$ cat src/rtl/spi_slave_brightness.sv
// SPI Mode 0 slave holding a single brightness register.
// The SPI pins are oversampled on sysclk; frames are {cmd, addr, payload}, MSB first.
// A WRITE to REG_ADDR updates o_brightness. A READ from REG_ADDR returns it on miso
// during the payload phase.
module spi_slave_brightness #(
    parameter int                    CMD_BITS         = 8,
    parameter int                    ADDR_BITS        = 8,
    parameter int                    PAYLOAD_BITS     = 8,
    parameter int                    BRIGHTNESS_WIDTH = 7,
    parameter logic [ADDR_BITS-1:0]  REG_ADDR         = 8'h00,
    parameter logic [CMD_BITS-1:0]   CMD_WRITE        = 8'h01,
    parameter logic [CMD_BITS-1:0]   CMD_READ         = 8'h02
) (
    input  logic                        sysclk,
    input  logic                        rst_n,
    input  logic                        sclk,
    input  logic                        cs,
    input  logic                        mosi,
    output logic                        miso,
    output logic [BRIGHTNESS_WIDTH-1:0] o_brightness,
    output logic                        o_bright_valid,
    output logic                        o_rx_dv,
    output logic [CMD_BITS-1:0]         o_cmd,
    output logic [ADDR_BITS-1:0]        o_addr,
    output logic [PAYLOAD_BITS-1:0]     o_payload,
    output logic                        o_frame_err,
    output logic                        o_busy
);

    localparam int FRAME_BITS = CMD_BITS + ADDR_BITS + PAYLOAD_BITS;
    localparam int CNT_W      = $clog2(FRAME_BITS + 1);

    localparam logic [CNT_W-1:0] CNT_CMD   = CNT_W'(CMD_BITS);
    localparam logic [CNT_W-1:0] CNT_HDR   = CNT_W'(CMD_BITS + ADDR_BITS);
    localparam logic [CNT_W-1:0] CNT_FRAME = CNT_W'(FRAME_BITS);

    typedef enum logic [2:0] {
        S_IDLE,
        S_CMD,
        S_ADDR,
        S_DATA,
        S_WAIT_CS
    } state_t;

    state_t                  r_state;
    state_t                  w_state_next;

    // Bit 0 is the first synchronizer stage, bit 1 the second, bit 2 the history flop.
    logic [2:0]              r_sclk_sync;
    logic [2:0]              r_cs_sync;
    // mosi needs no history flop: only its level is used, never its edges.
    logic [1:0]              r_mosi_sync;

    logic [CNT_W-1:0]        r_bit_cnt;
    logic [FRAME_BITS-2:0]   r_rx_shift;
    logic [PAYLOAD_BITS-1:0] r_tx_shift;

    logic                    w_sclk_rise;
    logic                    w_sclk_fall;
    logic                    w_cs_rise;
    logic                    w_cs_fall;
    logic                    w_mosi;
    logic                    w_in_frame;
    logic                    w_shift_rx;
    logic [CNT_W-1:0]        w_cnt_next;
    logic [FRAME_BITS-1:0]   w_rx_next;
    logic                    w_hdr_done;
    logic                    w_frame_done;
    logic                    w_frame_err;
    logic                    w_load_tx;
    logic                    w_shift_tx;
    logic [CMD_BITS-1:0]     w_hdr_cmd;
    logic [ADDR_BITS-1:0]    w_hdr_addr;
    logic [CMD_BITS-1:0]     w_frm_cmd;
    logic [ADDR_BITS-1:0]    w_frm_addr;
    logic [PAYLOAD_BITS-1:0] w_frm_payload;

    // Bring the asynchronous SPI pins into the sysclk domain.
    always_ff @(posedge sysclk) begin
        // NOTE: sequential state always uses non-blocking (<=) so that every flop
        // samples the values from before the clock edge, independent of statement order.
        if (!rst_n) begin
            // Sync flops clear to 0. If cs is already low when reset is released,
            // this produces no falling edge, so no frame starts mid-transfer.
            r_sclk_sync <= '0;
            r_cs_sync   <= '0;
            r_mosi_sync <= '0;
        end else begin
            r_sclk_sync <= {r_sclk_sync[1:0], sclk};
            r_cs_sync   <= {r_cs_sync[1:0], cs};
            r_mosi_sync <= {r_mosi_sync[0], mosi};
        end
    end

    assign w_sclk_rise = r_sclk_sync[1] & ~r_sclk_sync[2];
    assign w_sclk_fall = ~r_sclk_sync[1] & r_sclk_sync[2];
    assign w_cs_rise   = r_cs_sync[1] & ~r_cs_sync[2];
    assign w_cs_fall   = ~r_cs_sync[1] & r_cs_sync[2];
    // Stage 2 of mosi was sampled at the same instant as stage 2 of sclk.
    assign w_mosi      = r_mosi_sync[1];

    assign w_in_frame  = (r_state == S_CMD) || (r_state == S_ADDR) || (r_state == S_DATA);
    assign w_shift_rx  = w_in_frame && w_sclk_rise;
    assign w_cnt_next  = r_bit_cnt + CNT_W'(1);
    assign w_rx_next   = {r_rx_shift, w_mosi};

    // Header fields as they stand at the moment the last address bit arrives.
    assign w_hdr_cmd   = w_rx_next[CMD_BITS+ADDR_BITS-1 -: CMD_BITS];
    assign w_hdr_addr  = w_rx_next[ADDR_BITS-1:0];

    // Frame fields as they stand at the moment the last payload bit arrives.
    assign w_frm_cmd     = w_rx_next[FRAME_BITS-1 -: CMD_BITS];
    assign w_frm_addr    = w_rx_next[PAYLOAD_BITS+ADDR_BITS-1 -: ADDR_BITS];
    assign w_frm_payload = w_rx_next[PAYLOAD_BITS-1:0];

    assign w_hdr_done   = (r_state == S_ADDR) && w_sclk_rise && (w_cnt_next == CNT_HDR);
    // A final rising edge that coincides with the cs rise is counted first,
    // so the frame still completes.
    assign w_frame_done = (r_state == S_DATA) && w_sclk_rise && (w_cnt_next == CNT_FRAME);
    assign w_frame_err  = w_in_frame && w_cs_rise && !w_frame_done;
    assign w_load_tx    = w_hdr_done && !w_cs_rise &&
                          (w_hdr_cmd == CMD_READ) && (w_hdr_addr == REG_ADDR);
    // The payload MSB is presented when DATA is entered. The falling edge that
    // immediately follows must not shift it away before the master samples it.
    assign w_shift_tx   = (r_state == S_DATA) && w_sclk_fall && (r_bit_cnt != CNT_HDR);

    // Register the FSM state.
    always_ff @(posedge sysclk) begin
        if (!rst_n) begin
            r_state <= S_IDLE;
        end else begin
            r_state <= w_state_next;
        end
    end

    // Next-state logic. A cs rise aborts any phase; bit counts advance the phases.
    always_comb begin
        // NOTE: assigning a default first keeps every path covered, so no latch is inferred.
        w_state_next = r_state;
        case (r_state)
            S_IDLE: begin
                if (w_cs_fall) w_state_next = S_CMD;
            end
            S_CMD: begin
                if (w_cs_rise)                                      w_state_next = S_IDLE;
                else if (w_sclk_rise && (w_cnt_next == CNT_CMD))    w_state_next = S_ADDR;
            end
            S_ADDR: begin
                if (w_cs_rise)                                      w_state_next = S_IDLE;
                else if (w_hdr_done)                                w_state_next = S_DATA;
            end
            S_DATA: begin
                if (w_frame_done)                                   w_state_next = w_cs_rise ? S_IDLE : S_WAIT_CS;
                else if (w_cs_rise)                                 w_state_next = S_IDLE;
            end
            S_WAIT_CS: begin
                if (w_cs_rise)                                      w_state_next = S_IDLE;
            end
            default: w_state_next = S_IDLE;
        endcase
    end

    // Datapath: receive shifter, transmit shifter, frame outputs and brightness register.
    always_ff @(posedge sysclk) begin
        if (!rst_n) begin
            r_bit_cnt      <= '0;
            r_rx_shift     <= '0;
            r_tx_shift     <= '0;
            o_brightness   <= '0;
            o_bright_valid <= 1'b0;
            o_rx_dv        <= 1'b0;
            o_cmd          <= '0;
            o_addr         <= '0;
            o_payload      <= '0;
            o_frame_err    <= 1'b0;
        end else begin
            o_rx_dv        <= 1'b0;
            o_bright_valid <= 1'b0;
            o_frame_err    <= 1'b0;

            if (r_state == S_IDLE) begin
                r_bit_cnt <= '0;
            end else if (w_shift_rx) begin
                r_bit_cnt  <= w_cnt_next;
                r_rx_shift <= w_rx_next[FRAME_BITS-2:0];
            end

            if (r_state == S_IDLE || w_frame_done || w_frame_err) begin
                r_tx_shift <= '0;
            end else if (w_load_tx) begin
                r_tx_shift <= PAYLOAD_BITS'(o_brightness);
            end else if (w_shift_tx) begin
                r_tx_shift <= {r_tx_shift[PAYLOAD_BITS-2:0], 1'b0};
            end

            if (w_frame_done) begin
                o_rx_dv   <= 1'b1;
                o_cmd     <= w_frm_cmd;
                o_addr    <= w_frm_addr;
                o_payload <= w_frm_payload;
                if ((w_frm_cmd == CMD_WRITE) && (w_frm_addr == REG_ADDR)) begin
                    o_brightness   <= w_frm_payload[BRIGHTNESS_WIDTH-1:0];
                    o_bright_valid <= 1'b1;
                end
            end

            if (w_frame_err) begin
                o_frame_err <= 1'b1;
            end
        end
    end

    // The transmit shifter is zero except during the payload of a register read.
    assign miso   = r_tx_shift[PAYLOAD_BITS-1];
    assign o_busy = (r_state != S_IDLE);

endmodule
$ cat config.mk
export PLATFORM = sky130hd
export DESIGN_NAME = spi_slave_brightness
export DESIGN_NICKNAME = d
export VERILOG_FILES = /design/src/rtl/spi_slave_brightness.sv
export SDC_FILE = /design/constraint.sdc
export NUM_CORES = 1
export LEC_CHECK = 0
export CAP_MARGIN = 20
export CELL_PAD_IN_SITES_DETAIL_PLACEMENT = 2
export CELL_PAD_IN_SITES_GLOBAL_PLACEMENT = 2
export CORE_UTILIZATION = 30
export DETAILED_ROUTE_END_ITERATION = 6
export PLACE_DENSITY_LB_ADDON = 0.3
export REMOVE_ABC_BUFFERS = 1
export SYNTH_ARGS = -nofsm -noshare
export SYNTH_HDL_FRONTEND = slang
export SYNTH_SLANG_ARGS = --single-unit
$ cat constraint.sdc
create_clock -name sysclk -period 1.7 [get_ports sysclk]
set_input_delay 0.17 -clock sysclk [delete_from_list [all_inputs] [get_ports sysclk]]
set_output_delay 0.17 -clock sysclk [all_outputs]
set_load 0.02 [all_outputs]
==> reports/results.txt <==
The final period demand of the worst path was 1.885 ns; the antenna diode count was 0. The number of iterations in the first detailed-routing pass is 4. The sort of element at the start of the critical path is a register. The number of buffers inserted during clock tree synthesis was 9.

In this run the cell area measured after placement is 4183 µm². The final period utilization came out at 1.109. For this run, the number of Yosys warnings is 0. Data required time at the worst endpoint: 1.98 ns.

The horizontal extent of the die was 106.6 µm. The logs give 0 for the final count of hold timing violations and 3466 for the via count of the first global-routing pass. The average instance in the mapped netlist occupies 8.465 µm². The die is 106.6 µm tall.

The largest net degree at the start of global routing was 37. At the pin with the least slew margin, the transition time is 0.4966 ns. The count of nets left with antenna violations once routing finished came out at 0.

Of all nets on the critical path, the largest fanout is 7. The number of nets at the end of the flow was 490; the length in cells of the worst reg-to-reg path was 8. The worst flop-to-flop path startpoint was r_bit_cnt[1]. Clock-pin slew on the worst setup and hold paths: 0.09 ns. After detailed routing, the number of vias per cell comes to 5.064. The worst-case register-to-register setup slack was -0.19 ns; the initial antenna violation count was 0.

The worst hold path was traced through 2 stages. The post-route clock skew was 0.01427 ns; the number of levels in the clock H-tree was 3. The tools report the global-route wire length before repair as 18780 µm. The analysis attributes to cell leakage a power of 1.766 nW. The proportion of synthesized chip area in sequential cells is 0.4937. The reg-to-reg critical path endpoint is o_brightness[5]. The flip-flop and latch count after synthesis was 81.

The worst-case hold path end point was r_sclk_sync[0]. Class of the most critical setup path: reg -> reg. The most critical setup path has its startpoint at r_bit_cnt[1]. The accumulated negative setup slack is -6.092 ns, and the summed instance area of the synthesized netlist is 3284 µm². The floorplan has 37 rows. The final cell count without fillers is 623, and the fraction of final layout cells sized beyond drive strength 1 is 0.3429. In the routed design, unresolved DRC markers number 0. Counting flops with a built-in enable in the synthesized netlist gives 0.

For the maximum frequency from static timing analysis, the log shows 530.4 MHz. The worst setup path is captured at a register. Among all flip-flop cells after synthesis, the most frequent one is sky130_fd_sc_hd__dfxtp_1.

Counting every sink on the clock net gives 81. Routability-driven placement finished with a final weighted congestion of 0.7999. Summing all non-filler instances in the final layout gives an area of 4946 µm². Yosys attributes the largest share of cell area to sky130_fd_sc_hd__dfxtp_1 (49%), sky130_fd_sc_hd__nand2_1 (12%), sky130_fd_sc_hd__a21oi_1 (8.1%). Of all cell types, the one taking the most synthesized area is sky130_fd_sc_hd__dfxtp_1. The initial core utilization was 0.3139. TritonCTS built the clock tree. Setup repair after global routing could not meet its margin everywhere. Input and output buffers added on the ports amount to 40.

Area share of the largest cell type after synthesis: 0.4937. The run finished, with violations left. For the signal arrival time at the worst endpoint, the log shows 2.16 ns. For the worst ir drop on vdd, the log shows 0.3747 mV. The first routing iteration left 102 violations. The number of fillers in the final layout is 1135, and the async set-or-reset flop fraction in the synthesized netlist is 0. The post-synthesis cell count is 388, and the post-placement cell count is 595. For the half-perimeter wire length after detailed placement, the log shows 7133 µm. During I/O placement, the number of pins put on the boundary was 41. The tree is rooted in a sky130_fd_sc_hd__clkbuf_8. The worst hold path class is in -> reg.

Total global-route track usage: 0.2152. After clock tree synthesis, the flow added hold-fix buffers numbering 0. In this run the most critical hold path is launched from sclk. The headroom to the max-slew limit is 0.6654, and the routed length per placed instance is 20.73 µm. The die covers 11370 µm². The tools report the number of distinct standard cells referenced by the synthesized netlist as 42. The maximum count of clock buffers along a single path was 2. The floorplan step defined a core boundary enclosing 10460 µm². Final hold analysis gives a worst-case slack of 0.3866 ns.

Overall routed net length: 12920 µm. The area added between synthesis and finish came out at 50.59%. The tool flagged a number of max-cap violations equal to 0. Setup violations remaining at the end of the flow were counted as 46. For this design the ratio of total power to cell area is 688.9 nW/µm². The final reports fail on setup timing. The worst-case setup margin in the final layout was -0.1854 ns; the via count was 3155. For this run the aggregate overflow at the end of global routing stands at 0.

The max-slew violation total from the final report is 0. For the insertion delay of the later-clocked pin in the worst-skew pair, the log shows 0.37 ns.
## worst max-delay path, stage by stage (launching register included)
cell                      delay [ns]
sky130_fd_sc_hd__dfxtp_4        0.39
sky130_fd_sc_hd__ha_4           0.18
sky130_fd_sc_hd__nand3_4        0.12
sky130_fd_sc_hd__xor2_4         0.21
sky130_fd_sc_hd__buf_6          0.15
sky130_fd_sc_hd__nor4_4         0.28
sky130_fd_sc_hd__buf_6          0.20
sky130_fd_sc_hd__nand3_2        0.08
sky130_fd_sc_hd__a21oi_1        0.20
## worst max-delay path by stage
stage,endpoint,cells after the start
after detailed placement,o_payload[1],7
after global placement,r_tx_shift[0],5
after floorplan,r_tx_shift[1],7
after global routing,o_brightness[5],8
after CTS,r_tx_shift[6],8
final,o_brightness[5],8
## synth_stat cells, drive strengths merged (4+ instances only)
cell type and n:
a21oi 57, and2 9, buf 6, clkbuf 17, dfxtp 81, inv 5, mux2i 8, nand2 103
nand3 13, nand4 5, nor2 17, nor3 4, nor4 6, o21ai 14, o311a 6, or3 4
xnor2 6
## placed cells by master (no fill, tap or decap), types with 3 or more instances in the layout
cell type | netlist | layout
sky130_fd_sc_hd__nor3b_1 | 3 | 3
sky130_fd_sc_hd__dfxtp_4 | 0 | 3
sky130_fd_sc_hd__clkbuf_8 | 0 | 10
sky130_fd_sc_hd__nand2_4 | 0 | 7
sky130_fd_sc_hd__nand3_1 | 11 | 3
sky130_fd_sc_hd__nand4_1 | 5 | 5
sky130_fd_sc_hd__o21ai_2 | 0 | 6
sky130_fd_sc_hd__nor2_1 | 17 | 15
sky130_fd_sc_hd__xnor2_2 | 0 | 3
sky130_fd_sc_hd__dfxtp_1 | 81 | 75
sky130_fd_sc_hd__o21ai_0 | 14 | 6
sky130_fd_sc_hd__mux2i_1 | 8 | 8
sky130_fd_sc_hd__nor4_4 | 2 | 4
sky130_fd_sc_hd__nor2b_1 | 3 | 3
sky130_fd_sc_hd__xnor2_1 | 6 | 3
sky130_fd_sc_hd__and2_1 | 9 | 9
sky130_fd_sc_hd__nand2_2 | 0 | 11
sky130_fd_sc_hd__a21oi_1 | 53 | 38
sky130_fd_sc_hd__dfxtp_2 | 0 | 3
sky130_fd_sc_hd__o311a_1 | 6 | 6
sky130_fd_sc_hd__buf_4 | 1 | 51
sky130_fd_sc_hd__clkdlybuf4s50_1 | 0 | 39
sky130_fd_sc_hd__buf_6 | 2 | 10
sky130_fd_sc_hd__buf_12 | 0 | 5
sky130_fd_sc_hd__clkinv_4 | 0 | 4
sky130_fd_sc_hd__nand2_1 | 103 | 85
sky130_fd_sc_hd__a21oi_2 | 4 | 19
sky130_fd_sc_hd__nand3_2 | 1 | 4
sky130_fd_sc_hd__nand3_4 | 1 | 6
## per-layer routing
metal	track usage	vias up	share of wire
li1	-	1508	-
met1	0.2572	1566	0.44
met2	0.3829	62	0.51
met3	0.03222	19	0.027
met4	0.08904	0	0.021
met5	0	-	0
## cell families after synthesis
| group | after synthesis | synth area share |
|---|---|---|
| DFF | 81 | 0.4937 |
| AOI/OAI and AO/OA | 83 | 0.1455 |
| xor gates and xnor gates | 9 | 0.02629 |
| and+or+nand+nor | 176 | 0.2598 |
| muxes | 8 | 0.02438 |
| buffers and inverters | 28 | 0.03886 |
| adders and majority gates | 3 | 0.01143 |
## power by group
group,switching [mW],leakage (nW),internal (mW)
clock,0.810,0.0931,0.587
combinational,0.0676,1.02,0.0376
sequential,0.00560,0.658,1.90
## registers in the layout, indices dropped and copies added (netlist names)
signal,count
r_state,3
o_frame_err,1
r_sclk_sync,3
o_addr,8
o_brightness,7
r_tx_shift,8
o_bright_valid,1
r_cs_sync,3
o_payload,8
r_rx_shift,23
r_mosi_sync,2
o_cmd,8
o_rx_dv,1
r_bit_cnt,5
## repair_timing
action / CTS / global route
endpoints found under the setup margin: 46 / 61
cloned: 1 / 1
buffers inserted: 7 / 4
gates resized for setup: 72 / 58
pin swaps: 21 / 28
## stage by stage
step	power [mW]	util	worst slack [ns]
6_report	3.407	0.4727	-0.1854
5_1_grt	3.519	0.4727	-0.2790
4_1_cts	3.395	0.4503	-0.1644
3_5_place_dp	2.046	0.3998	-0.3001
3_3_place_gp	2.042	0.3998	-0.2282
2_1_floorplan	1.992	-	-0.9590
## layout make-up
class	count	area, µm²	share of cell area
inverters	5	23.77	0.004806
flip-flops and latches	81	1637	0.3309
clock inverters	6	51.30	0.01037
clock buffers	10	137.6	0.02783
multi-input cells	279	1936	0.3913
repair buffers	106	991.0	0.2004
well taps	136	170.2	0.03440
No activity file was read; power rests on OpenSTA's default activity.
